<file path="config.mk">
export PLATFORM = sky130hd
export DESIGN_NAME = goertzel_bin_scheduler_flat
export DESIGN_NICKNAME = d
export VERILOG_FILES = /design/src/rtl/goertzel_bin_scheduler_if.sv /design/src/rtl/goertzel_bin_scheduler.sv /design/src/flat_wrapper.sv
export SDC_FILE = /design/constraint.sdc
export NUM_CORES = 1
export LEC_CHECK = 0
export ABC_AREA = 1
export CAP_MARGIN = 20
export CORE_ASPECT_RATIO = 0.6
export CORE_MARGIN = 2
export CORE_UTILIZATION = 49
export DETAILED_ROUTE_END_ITERATION = 8
export PLACE_DENSITY = 0.67
export RECOVER_POWER = 100
export SKIP_CTS_REPAIR_TIMING = 1
export SKIP_LAST_GASP = 1
export SYNTH_ARGS = -nofsm -noshare
export SYNTH_HDL_FRONTEND = slang
export SYNTH_SLANG_ARGS = --single-unit
export TNS_END_PERCENT = 1
</file>
<file path="constraint.sdc">
create_clock -name sys_clk_i -period 2.6 [get_ports sys_clk_i]
set_input_delay 0.78 -clock sys_clk_i [delete_from_list [all_inputs] [get_ports sys_clk_i]]
set_output_delay 0.78 -clock sys_clk_i [all_outputs]
set_load 0.02 [all_outputs]
</file>
<file path="src/rtl/goertzel_bin_scheduler_if.sv">
// -----------------------------------------------------------------------------
// goertzel_bin_scheduler_if
//   Bundles the configuration bus, the Goertzel manager handshake (coefficient
//   request and magnitude pairs) and the tagged result stream of
//   goertzel_bin_scheduler.
//   Modports:
//     master : the side that drives configuration, request_trig and mag pairs
//              (host plus Goertzel manager)
//     slave  : goertzel_bin_scheduler itself
//   Signals (named from the scheduler's point of view):
//     cfg_we/cfg_addr/cfg_sin/cfg_cos   coefficient table write port
//     cfg_num_bins/cfg_commit           active bin count and schedule restart
//     request_trig -> trig_ready        coefficient request / valid strobe
//     sin_out/cos_out                   coefficients for the current bin
//     num_runs                          active_bins/2 for the manager
//     mag_rdy/mag_0/mag_1               magnitude pair from the manager
//     res_valid/res_bin/res_mag         serialised result stream
//     frame_done                        with the result of the last active bin
//     busy, err_overrun                 status
// -----------------------------------------------------------------------------
interface goertzel_bin_scheduler_if #(
   parameter int BIN_BITS = 5,
   parameter int COEFF_W  = 16
);
   logic                cfg_we;
   logic [BIN_BITS-1:0] cfg_addr;
   logic [COEFF_W-1:0]  cfg_sin;
   logic [COEFF_W-1:0]  cfg_cos;
   logic [BIN_BITS:0]   cfg_num_bins;
   logic                cfg_commit;
   logic                request_trig;
   logic                trig_ready;
   logic [COEFF_W-1:0]  sin_out;
   logic [COEFF_W-1:0]  cos_out;
   logic [4:0]          num_runs;
   logic                mag_rdy;
   logic [15:0]         mag_0;
   logic [15:0]         mag_1;
   logic                res_valid;
   logic [BIN_BITS-1:0] res_bin;
   logic [15:0]         res_mag;
   logic                frame_done;
   logic                busy;
   logic                err_overrun;

   modport master (
      output cfg_we, cfg_addr, cfg_sin, cfg_cos, cfg_num_bins, cfg_commit,
      output request_trig, mag_rdy, mag_0, mag_1,
      input  trig_ready, sin_out, cos_out, num_runs,
      input  res_valid, res_bin, res_mag, frame_done, busy, err_overrun
   );

   modport slave (
      input  cfg_we, cfg_addr, cfg_sin, cfg_cos, cfg_num_bins, cfg_commit,
      input  request_trig, mag_rdy, mag_0, mag_1,
      output trig_ready, sin_out, cos_out, num_runs,
      output res_valid, res_bin, res_mag, frame_done, busy, err_overrun
   );
endinterface

</file>
<file path="src/rtl/goertzel_bin_scheduler.sv">
// -----------------------------------------------------------------------------
// goertzel_bin_scheduler
//   Frequency-bin scheduler for the dual Goertzel manager. Holds a table of
//   per-bin sin/cos coefficients (fix 2.14, signed), answers the manager's
//   request_trig/trig_ready handshake in bin order, publishes num_runs and
//   serialises each magnitude pair into a tagged result stream with an
//   end-of-frame flag.
//   Ports:
//     sys_clk_i  system clock, all logic on the rising edge
//     rst_n_i    asynchronous active-low reset
//     bus_io     goertzel_bin_scheduler_if.slave (config, handshake, results)
// -----------------------------------------------------------------------------
module goertzel_bin_scheduler #(
   parameter int MAX_BINS = 32,   // even, <= 62
   parameter int BIN_BITS = 5,    // log2(MAX_BINS)
   parameter int COEFF_W  = 16
) (
   input  logic                    sys_clk_i,
   input  logic                    rst_n_i,
   goertzel_bin_scheduler_if.slave bus_io
);

   localparam int AB_W   = BIN_BITS + 1;
   localparam int RUNS_W = 5;
   localparam logic [AB_W-1:0] MAX_BINS_C = AB_W'(MAX_BINS);

   typedef enum logic [1:0] {T_IDLE, T_READ, T_PRESENT} trig_state_e;
   typedef enum logic [1:0] {R_IDLE, R_EMIT0, R_EMIT1}  res_state_e;

   // ---------------------------------------------------------------- commit
   logic                commit;
   logic [AB_W-1:0]     even_req;
   logic [AB_W-1:0]     commit_bins;
   logic [AB_W-1:0]     active_bins_q, active_bins_d;
   logic [RUNS_W-1:0]   num_runs_q, num_runs_d;

   assign commit   = bus_io.cfg_commit;
   // Odd requests round down: bins are always processed in pairs.
   assign even_req    = {bus_io.cfg_num_bins[AB_W-1:1], 1'b0};
   assign commit_bins = (even_req > MAX_BINS_C) ? MAX_BINS_C : even_req;

   always_comb begin
      active_bins_d = active_bins_q;
      num_runs_d    = num_runs_q;
      if (commit) begin
         active_bins_d = commit_bins;
         num_runs_d    = RUNS_W'(commit_bins >> 1);
      end
   end

   // ------------------------------------------------------ coefficient table
   // Two lanes (0 = cos, 1 = sin), each an inferred RAM with a registered
   // read. The read register samples the array before this edge's write,
   // so a same-slot write/read returns the old coefficient.
   logic                rd_en;
   logic                wr_en;
   logic [BIN_BITS-1:0] rd_ptr_q, rd_ptr_d;
   logic [COEFF_W-1:0]  wr_lane [2];
   logic [COEFF_W-1:0]  rd_lane [2];

   assign wr_en      = bus_io.cfg_we && ({1'b0, bus_io.cfg_addr} < MAX_BINS_C);
   assign wr_lane[0] = bus_io.cfg_cos;
   assign wr_lane[1] = bus_io.cfg_sin;

   genvar gi;
   generate
      for (gi = 0; gi < 2; gi++) begin : g_lane
         logic [COEFF_W-1:0] mem [MAX_BINS];
         logic [COEFF_W-1:0] rd_data_q;

         always_ff @(posedge sys_clk_i) begin
            if (wr_en) begin
               mem[bus_io.cfg_addr] <= wr_lane[gi];
            end
            if (rd_en) begin
               rd_data_q <= mem[rd_ptr_q];
            end
         end

         assign rd_lane[gi] = rd_data_q;
      end
   endgenerate

   // -------------------------------------------------------------- trig FSM
   trig_state_e         trig_state_q, trig_state_d;
   logic [COEFF_W-1:0]  sin_q, sin_d;
   logic [COEFF_W-1:0]  cos_q, cos_d;
   logic                trig_ready_q, trig_ready_d;
   logic [AB_W-1:0]     rd_ptr_inc;

   assign rd_ptr_inc = {1'b0, rd_ptr_q} + AB_W'(1);

   always_comb begin
      trig_state_d = trig_state_q;
      rd_ptr_d     = rd_ptr_q;
      sin_d        = sin_q;
      cos_d        = cos_q;
      trig_ready_d = 1'b0;
      rd_en        = 1'b0;
      if (commit) begin
         // Commit wins over everything, including a strobe due this cycle.
         trig_state_d = T_IDLE;
         rd_ptr_d     = '0;
      end else begin
         unique case (trig_state_q)
            T_IDLE: begin
               if (bus_io.request_trig && (active_bins_q != '0)) begin
                  rd_en        = 1'b1;
                  trig_state_d = T_READ;
               end
            end
            T_READ: begin
               // RAM output register is loaded; one more cycle to present it.
               trig_state_d = T_PRESENT;
            end
            T_PRESENT: begin
               sin_d        = rd_lane[1];
               cos_d        = rd_lane[0];
               trig_ready_d = 1'b1;
               rd_ptr_d     = (rd_ptr_inc == active_bins_q) ? '0 : rd_ptr_inc[BIN_BITS-1:0];
               trig_state_d = T_IDLE;
            end
            default: trig_state_d = T_IDLE;
         endcase
      end
   end

   // ------------------------------------------------------------ result FSM
   // Result outputs are registered from the next-state decode so that they
   // are valid during the EMIT state they belong to and hold while idle.
   res_state_e          res_state_q, res_state_d;
   logic [BIN_BITS-1:0] res_ptr_q, res_ptr_d;
   logic [15:0]         mag0_q, mag0_d;
   logic [15:0]         mag1_q, mag1_d;
   logic                res_valid_q, res_valid_d;
   logic [BIN_BITS-1:0] res_bin_q, res_bin_d;
   logic [15:0]         res_mag_q, res_mag_d;
   logic                frame_done_q, frame_done_d;
   logic                err_q, err_d;
   logic [AB_W-1:0]     res_ptr_inc2;

   assign res_ptr_inc2 = {1'b0, res_ptr_q} + AB_W'(2);

   always_comb begin
      res_state_d  = res_state_q;
      res_ptr_d    = res_ptr_q;
      mag0_d       = mag0_q;
      mag1_d       = mag1_q;
      err_d        = err_q;
      res_valid_d  = 1'b0;
      res_bin_d    = res_bin_q;
      res_mag_d    = res_mag_q;
      frame_done_d = 1'b0;
      if (commit) begin
         res_state_d = R_IDLE;
         res_ptr_d   = '0;
         err_d       = 1'b0;
      end else if (bus_io.mag_rdy) begin
         // A pair arriving mid-emission replaces the captured one and
         // restarts at the same res_ptr; the lost pair is flagged.
         if (res_state_q != R_IDLE) begin
            err_d = 1'b1;
         end
         mag0_d      = bus_io.mag_0;
         mag1_d      = bus_io.mag_1;
         res_state_d = R_EMIT0;
         res_valid_d = 1'b1;
         res_bin_d   = res_ptr_q;
         res_mag_d   = bus_io.mag_0;
      end else begin
         unique case (res_state_q)
            R_EMIT0: begin
               res_state_d  = R_EMIT1;
               res_valid_d  = 1'b1;
               res_bin_d    = res_ptr_q + BIN_BITS'(1);
               res_mag_d    = mag1_q;
               frame_done_d = (res_ptr_inc2 == active_bins_q);
            end
            R_EMIT1: begin
               res_state_d = R_IDLE;
               res_ptr_d   = (res_ptr_inc2 == active_bins_q) ? '0 : res_ptr_inc2[BIN_BITS-1:0];
            end
            default: res_state_d = R_IDLE;
         endcase
      end
   end

   // -------------------------------------------------------------- registers
   always_ff @(posedge sys_clk_i or negedge rst_n_i) begin
      if (!rst_n_i) begin
         active_bins_q <= '0;
         num_runs_q    <= '0;
         trig_state_q  <= T_IDLE;
         rd_ptr_q      <= '0;
         sin_q         <= '0;
         cos_q         <= '0;
         trig_ready_q  <= 1'b0;
         res_state_q   <= R_IDLE;
         res_ptr_q     <= '0;
         mag0_q        <= '0;
         mag1_q        <= '0;
         res_valid_q   <= 1'b0;
         res_bin_q     <= '0;
         res_mag_q     <= '0;
         frame_done_q  <= 1'b0;
         err_q         <= 1'b0;
      end else begin
         active_bins_q <= active_bins_d;
         num_runs_q    <= num_runs_d;
         trig_state_q  <= trig_state_d;
         rd_ptr_q      <= rd_ptr_d;
         sin_q         <= sin_d;
         cos_q         <= cos_d;
         trig_ready_q  <= trig_ready_d;
         res_state_q   <= res_state_d;
         res_ptr_q     <= res_ptr_d;
         mag0_q        <= mag0_d;
         mag1_q        <= mag1_d;
         res_valid_q   <= res_valid_d;
         res_bin_q     <= res_bin_d;
         res_mag_q     <= res_mag_d;
         frame_done_q  <= frame_done_d;
         err_q         <= err_d;
      end
   end

   // ---------------------------------------------------------------- outputs
   assign bus_io.trig_ready  = trig_ready_q;
   assign bus_io.sin_out     = sin_q;
   assign bus_io.cos_out     = cos_q;
   assign bus_io.num_runs    = num_runs_q;
   assign bus_io.res_valid   = res_valid_q;
   assign bus_io.res_bin     = res_bin_q;
   assign bus_io.res_mag     = res_mag_q;
   assign bus_io.frame_done  = frame_done_q;
   assign bus_io.err_overrun = err_q;
   assign bus_io.busy        = (rd_ptr_q != '0) || (res_ptr_q != '0) ||
                               (trig_state_q != T_IDLE) || (res_state_q != R_IDLE);

endmodule

</file>
<file path="src/flat_wrapper.sv">
// flat-port wrapper written by rule: the top's interface ports become plain ports
module goertzel_bin_scheduler_flat 
#(
   parameter int MAX_BINS = 32,                 
   parameter int BIN_BITS = 5,                     
   parameter int COEFF_W  = 16
)
  (sys_clk_i, rst_n_i, bus_io_cfg_we, bus_io_cfg_addr, bus_io_cfg_sin, bus_io_cfg_cos, bus_io_cfg_num_bins, bus_io_cfg_commit, bus_io_request_trig, bus_io_mag_rdy, bus_io_mag_0, bus_io_mag_1, bus_io_trig_ready, bus_io_sin_out, bus_io_cos_out, bus_io_num_runs, bus_io_res_valid, bus_io_res_bin, bus_io_res_mag, bus_io_frame_done, bus_io_busy, bus_io_err_overrun);
  goertzel_bin_scheduler_if #(.BIN_BITS(BIN_BITS), .COEFF_W(COEFF_W)) bus_io_i ();
  input  logic sys_clk_i;
  input  logic rst_n_i;
  input wire logic [$bits(bus_io_i.cfg_we)-1:0] bus_io_cfg_we;
  input wire logic [$bits(bus_io_i.cfg_addr)-1:0] bus_io_cfg_addr;
  input wire logic [$bits(bus_io_i.cfg_sin)-1:0] bus_io_cfg_sin;
  input wire logic [$bits(bus_io_i.cfg_cos)-1:0] bus_io_cfg_cos;
  input wire logic [$bits(bus_io_i.cfg_num_bins)-1:0] bus_io_cfg_num_bins;
  input wire logic [$bits(bus_io_i.cfg_commit)-1:0] bus_io_cfg_commit;
  input wire logic [$bits(bus_io_i.request_trig)-1:0] bus_io_request_trig;
  input wire logic [$bits(bus_io_i.mag_rdy)-1:0] bus_io_mag_rdy;
  input wire logic [$bits(bus_io_i.mag_0)-1:0] bus_io_mag_0;
  input wire logic [$bits(bus_io_i.mag_1)-1:0] bus_io_mag_1;
  output wire logic [$bits(bus_io_i.trig_ready)-1:0] bus_io_trig_ready;
  output wire logic [$bits(bus_io_i.sin_out)-1:0] bus_io_sin_out;
  output wire logic [$bits(bus_io_i.cos_out)-1:0] bus_io_cos_out;
  output wire logic [$bits(bus_io_i.num_runs)-1:0] bus_io_num_runs;
  output wire logic [$bits(bus_io_i.res_valid)-1:0] bus_io_res_valid;
  output wire logic [$bits(bus_io_i.res_bin)-1:0] bus_io_res_bin;
  output wire logic [$bits(bus_io_i.res_mag)-1:0] bus_io_res_mag;
  output wire logic [$bits(bus_io_i.frame_done)-1:0] bus_io_frame_done;
  output wire logic [$bits(bus_io_i.busy)-1:0] bus_io_busy;
  output wire logic [$bits(bus_io_i.err_overrun)-1:0] bus_io_err_overrun;
  assign bus_io_i.cfg_we = bus_io_cfg_we;
  assign bus_io_i.cfg_addr = bus_io_cfg_addr;
  assign bus_io_i.cfg_sin = bus_io_cfg_sin;
  assign bus_io_i.cfg_cos = bus_io_cfg_cos;
  assign bus_io_i.cfg_num_bins = bus_io_cfg_num_bins;
  assign bus_io_i.cfg_commit = bus_io_cfg_commit;
  assign bus_io_i.request_trig = bus_io_request_trig;
  assign bus_io_i.mag_rdy = bus_io_mag_rdy;
  assign bus_io_i.mag_0 = bus_io_mag_0;
  assign bus_io_i.mag_1 = bus_io_mag_1;
  assign bus_io_trig_ready = bus_io_i.trig_ready;
  assign bus_io_sin_out = bus_io_i.sin_out;
  assign bus_io_cos_out = bus_io_i.cos_out;
  assign bus_io_num_runs = bus_io_i.num_runs;
  assign bus_io_res_valid = bus_io_i.res_valid;
  assign bus_io_res_bin = bus_io_i.res_bin;
  assign bus_io_res_mag = bus_io_i.res_mag;
  assign bus_io_frame_done = bus_io_i.frame_done;
  assign bus_io_busy = bus_io_i.busy;
  assign bus_io_err_overrun = bus_io_i.err_overrun;
  goertzel_bin_scheduler #(.MAX_BINS(MAX_BINS), .BIN_BITS(BIN_BITS), .COEFF_W(COEFF_W)) u_core (.sys_clk_i(sys_clk_i), .rst_n_i(rst_n_i), .bus_io(bus_io_i));
endmodule
</file>
==> metrics <==
status=finished with violations; failing checks=max-capacitance violations, max-slew violations, negative setup slack; pin count of the biggest net entering global routing=about 120; Syn Inst Count=about 4000; drt drc=0; gpl congestion=a little over 0.8; DIE WIDTH=around 400 um; Hold Crit Class=register to register; endpoints failing hold=0; CTS Buf Count=100; actual slew at the worst max-slew pin=about 1.6 ns; vias in the first global route=~29000; reg-to-reg endpoint=u_core.g_lane[1].rd_data_q[14]; r2r worst-path depth=10; Crit path largest cell delay=0.53 ns; Worst EP arrival=1.92 ns; ys async rst share=~7.9%; CTS tree=built; Initial Util=between 40% and 50%; Synthesis Warnings=0; worst r2r src=u_core.rd_ptr_q[1]; met3 WL=10600 um; Layout area overhead=14.0%; maximum capacitance violations=2; Post-Syn Area=roughly 46000 sq um; worst reg2reg setup slack=roughly 0.050 ns; Final Skew=0.0242 ns; Critical Path Start Type=register; register area share after synthesis=approximately 73%; # fillers=7763; CTS Buffer Depth=3; post-DP HPWL=67300 um; GRT overflow=0; post-synth cell types=32; syn nets=roughly 4100; Sink Count=about 1100; Pre-antenna DRT Iters=5; # setup viols final=2; Post-Syn Area per Cell=11.5 sq um; first-pass GRT wire length=181000 um; number of core rows=87; Clock transition at path regs=about 0.06 ns; clk root buf=clkbuf_16; Final Critical Period=roughly 2.7 ns; Tcrit/Tclk final=104%; placed inst area=about 51000 sq um; Die Area=approximately 97000 sq um; relative slew slack=-6.85%; worst-path fanout max=2; Die H=242 um; I/O pins=~140; share of cells above drive strength 1=under 10%; met2 routed WL=53300 um; via count=roughly 30000; crit path to=bus_io_busy; clock latency on the worst-skew pair=roughly 0.7 ns; WS Path Type=register to primary output; sum of negative setup slack=-0.106 ns; FMAX=between 0.3 and 0.4 GHz; drt initial violations=between 3000 and 4000; initial antenna violation count=1; Placeable Area=approximately 94000 sq um; Crit. End Element=primary output; Leakage=about 19 nW; DR top layer=met4; routed len/inst=between 20 and 25 um; Critical Path Slowest Stage Cell=dfrtp_4; vias per inst=~5.5; Routed WL=121000 um; PwrDens=between 700 and 800 nW/um^2; RSZ-0062 raised after global routing=yes; Peak VDD IR=about 0.53 mV; Slew Viols, Final=33; design area=52700 sq um; Worst Path Required=1.82 ns; Antenna Violating Nets Remaining=0; Synth Flop Type=edfxtp_1; CP Cell Sequence=inv_16 -> ha_4 -> nand2_2 -> nor3_2 -> nand3_1 -> buf_6; Critical Path Source=u_core.rd_ptr_q[0]; commonest non-fill, non-tap cell in the layout=nand2_1; Post-synth EDFFs=~1100; synthesis-stage register bit count=about 1100; number of port buffers=142; setup ws final=-0.0960 ns; most frequent cells in the layout=nand2_1 (1155), edfxtp_1 (1056), nor2_1 (639); met1 WL=roughly 53000 um; All-Layer GR Usage=about 25%; H-tree depth=3; fin nets=between 4000 and 5000
[worst max-delay path: cells and delay by family (launching register included)]
| family | cells | cell delay [ns] |
|---|---|---|
| adder cells (fa/ha/maj) | 1 | 0.12 |
| AND/OR/NAND/NOR | 3 | 0.33 |
| flip-flops | 1 | 0.53 |
| buffers and inverters | 2 | 0.24 |
[layout make-up]
cell class,count,area (sq um),area share (%)
Sequential cell,1147,34000,64.5
Multi-Input combinational cell,2589,10800,20.6
Clock buffer,123,2720,5.17
Timing Repair Buffer,322,2670,5.06
Tap cell,1246,1560,2.96
Clock inverter,60,632,1.20
Inverter,67,278,0.527
Antenna cell,1,2.50,0.00475
[Yosys cell counts, drive strengths merged, types with 4 or more instances]
| master | number | area, sq um |
|---|---|---|
| dfrtp | 91 | 2280 |
| o21ai | 264 | 1320 |
| clkbuf | 87 | 329 |
| nand4 | 4 | 25.0 |
| nand3 | 414 | 2070 |
| nand2 | 1156 | 4340 |
| inv | 67 | 254 |
| buf | 144 | 888 |
| a31oi | 17 | 106 |
| nor3 | 7 | 40.0 |
| a21oi | 69 | 345 |
| nor2 | 645 | 2430 |
| edfxtp | 1056 | 31700 |
[per-layer routing]
| layer | vias up | track usage, % |
|---|---|---|
| met2 | 1437 | 37.3 |
| met5 | - | 0 |
| met3 | 211 | 3.28 |
| li1 | 14218 | - |
| met1 | 14619 | 37.6 |
| met4 | 0 | 8.28 |
[state kept, by name, summed over array words and instances, names as in the netlist, 2 cells and up]
register and flops:
u_core.bus_io.cos_out 16, u_core.bus_io.sin_out 16, u_core.bus_io.res_bin 5, u_core.res_ptr_q 4
u_core.rd_ptr_q 5, u_core.bus_io.num_runs 5, u_core.g_lane.mem 1024, u_core.mag1_q 16
u_core.bus_io.res_mag 16, u_core.trig_state_q 2, u_core.g_lane.rd_data_q 32, u_core.res_state_q 2
[power by group]
| group | internal (mW) | total, mW | switching, mW |
|---|---|---|---|
| logic | 0.855 | 2.44 | 1.58 |
| clock network | 8.64 | 15.4 | 6.74 |
| registers | 20.6 | 20.8 | 0.207 |
| total | 30.1 | 38.7 | 8.54 |
[stage by stage]
| step | setup WS (ns) | util (%) | power, mW | hold slack (ns) | instances |
|---|---|---|---|---|---|
| after floorplan | -0.256 | - | 22.4 | 0.426 | 4034 |
| after global placement | 0.0530 | 54.2 | 23.7 | 0.436 | 5369 |
| after detailed placement | 0.0406 | 54.2 | 23.8 | 0.436 | 5369 |
| after CTS | -0.596 | 57.7 | 38.9 | -0.0481 | 5552 |
| after global routing | -0.175 | 56.2 | 39.8 | 0.482 | 5555 |
| final | -0.0960 | 56.2 | 38.7 | 0.449 | 5555 |
[worst min-delay path by stage]
stage | from | to | slack [ns] | cells past startpoint
final | u_core.g_lane[0].rd_data_q[8] | u_core.bus_io.cos_out[8] | 0.45 | 2
after global routing | u_core.g_lane[0].rd_data_q[12] | u_core.bus_io.cos_out[12] | 0.48 | 2
after CTS | rst_n_i | u_core.bus_io.res_valid | -0.05 | 1
after detailed placement | u_core.g_lane[0].rd_data_q[8] | u_core.bus_io.cos_out[8] | 0.44 | 2
after global placement | u_core.g_lane[1].rd_data_q[3] | u_core.bus_io.sin_out[3] | 0.44 | 2
after floorplan | u_core.g_lane[0].rd_data_q[15] | u_core.bus_io.cos_out[15] | 0.43 | 2
[kinds of logic (layout without fill, tap and decap cells)]
logic type	count (synthesis)	count (layout)	share of synthesized area (%)
XOR/XNOR	2	2	0.0379
AND/OR/NAND/NOR	2230	2230	19.3
adder cells (fa/ha/maj)	3	3	0.0812
AO/OA/AOI/OAI	354	354	3.90
other	0	1	0
flip-flops	1147	1147	73.5
buffers and inverters	298	572	3.18
(Power assumes the default switching activity.)
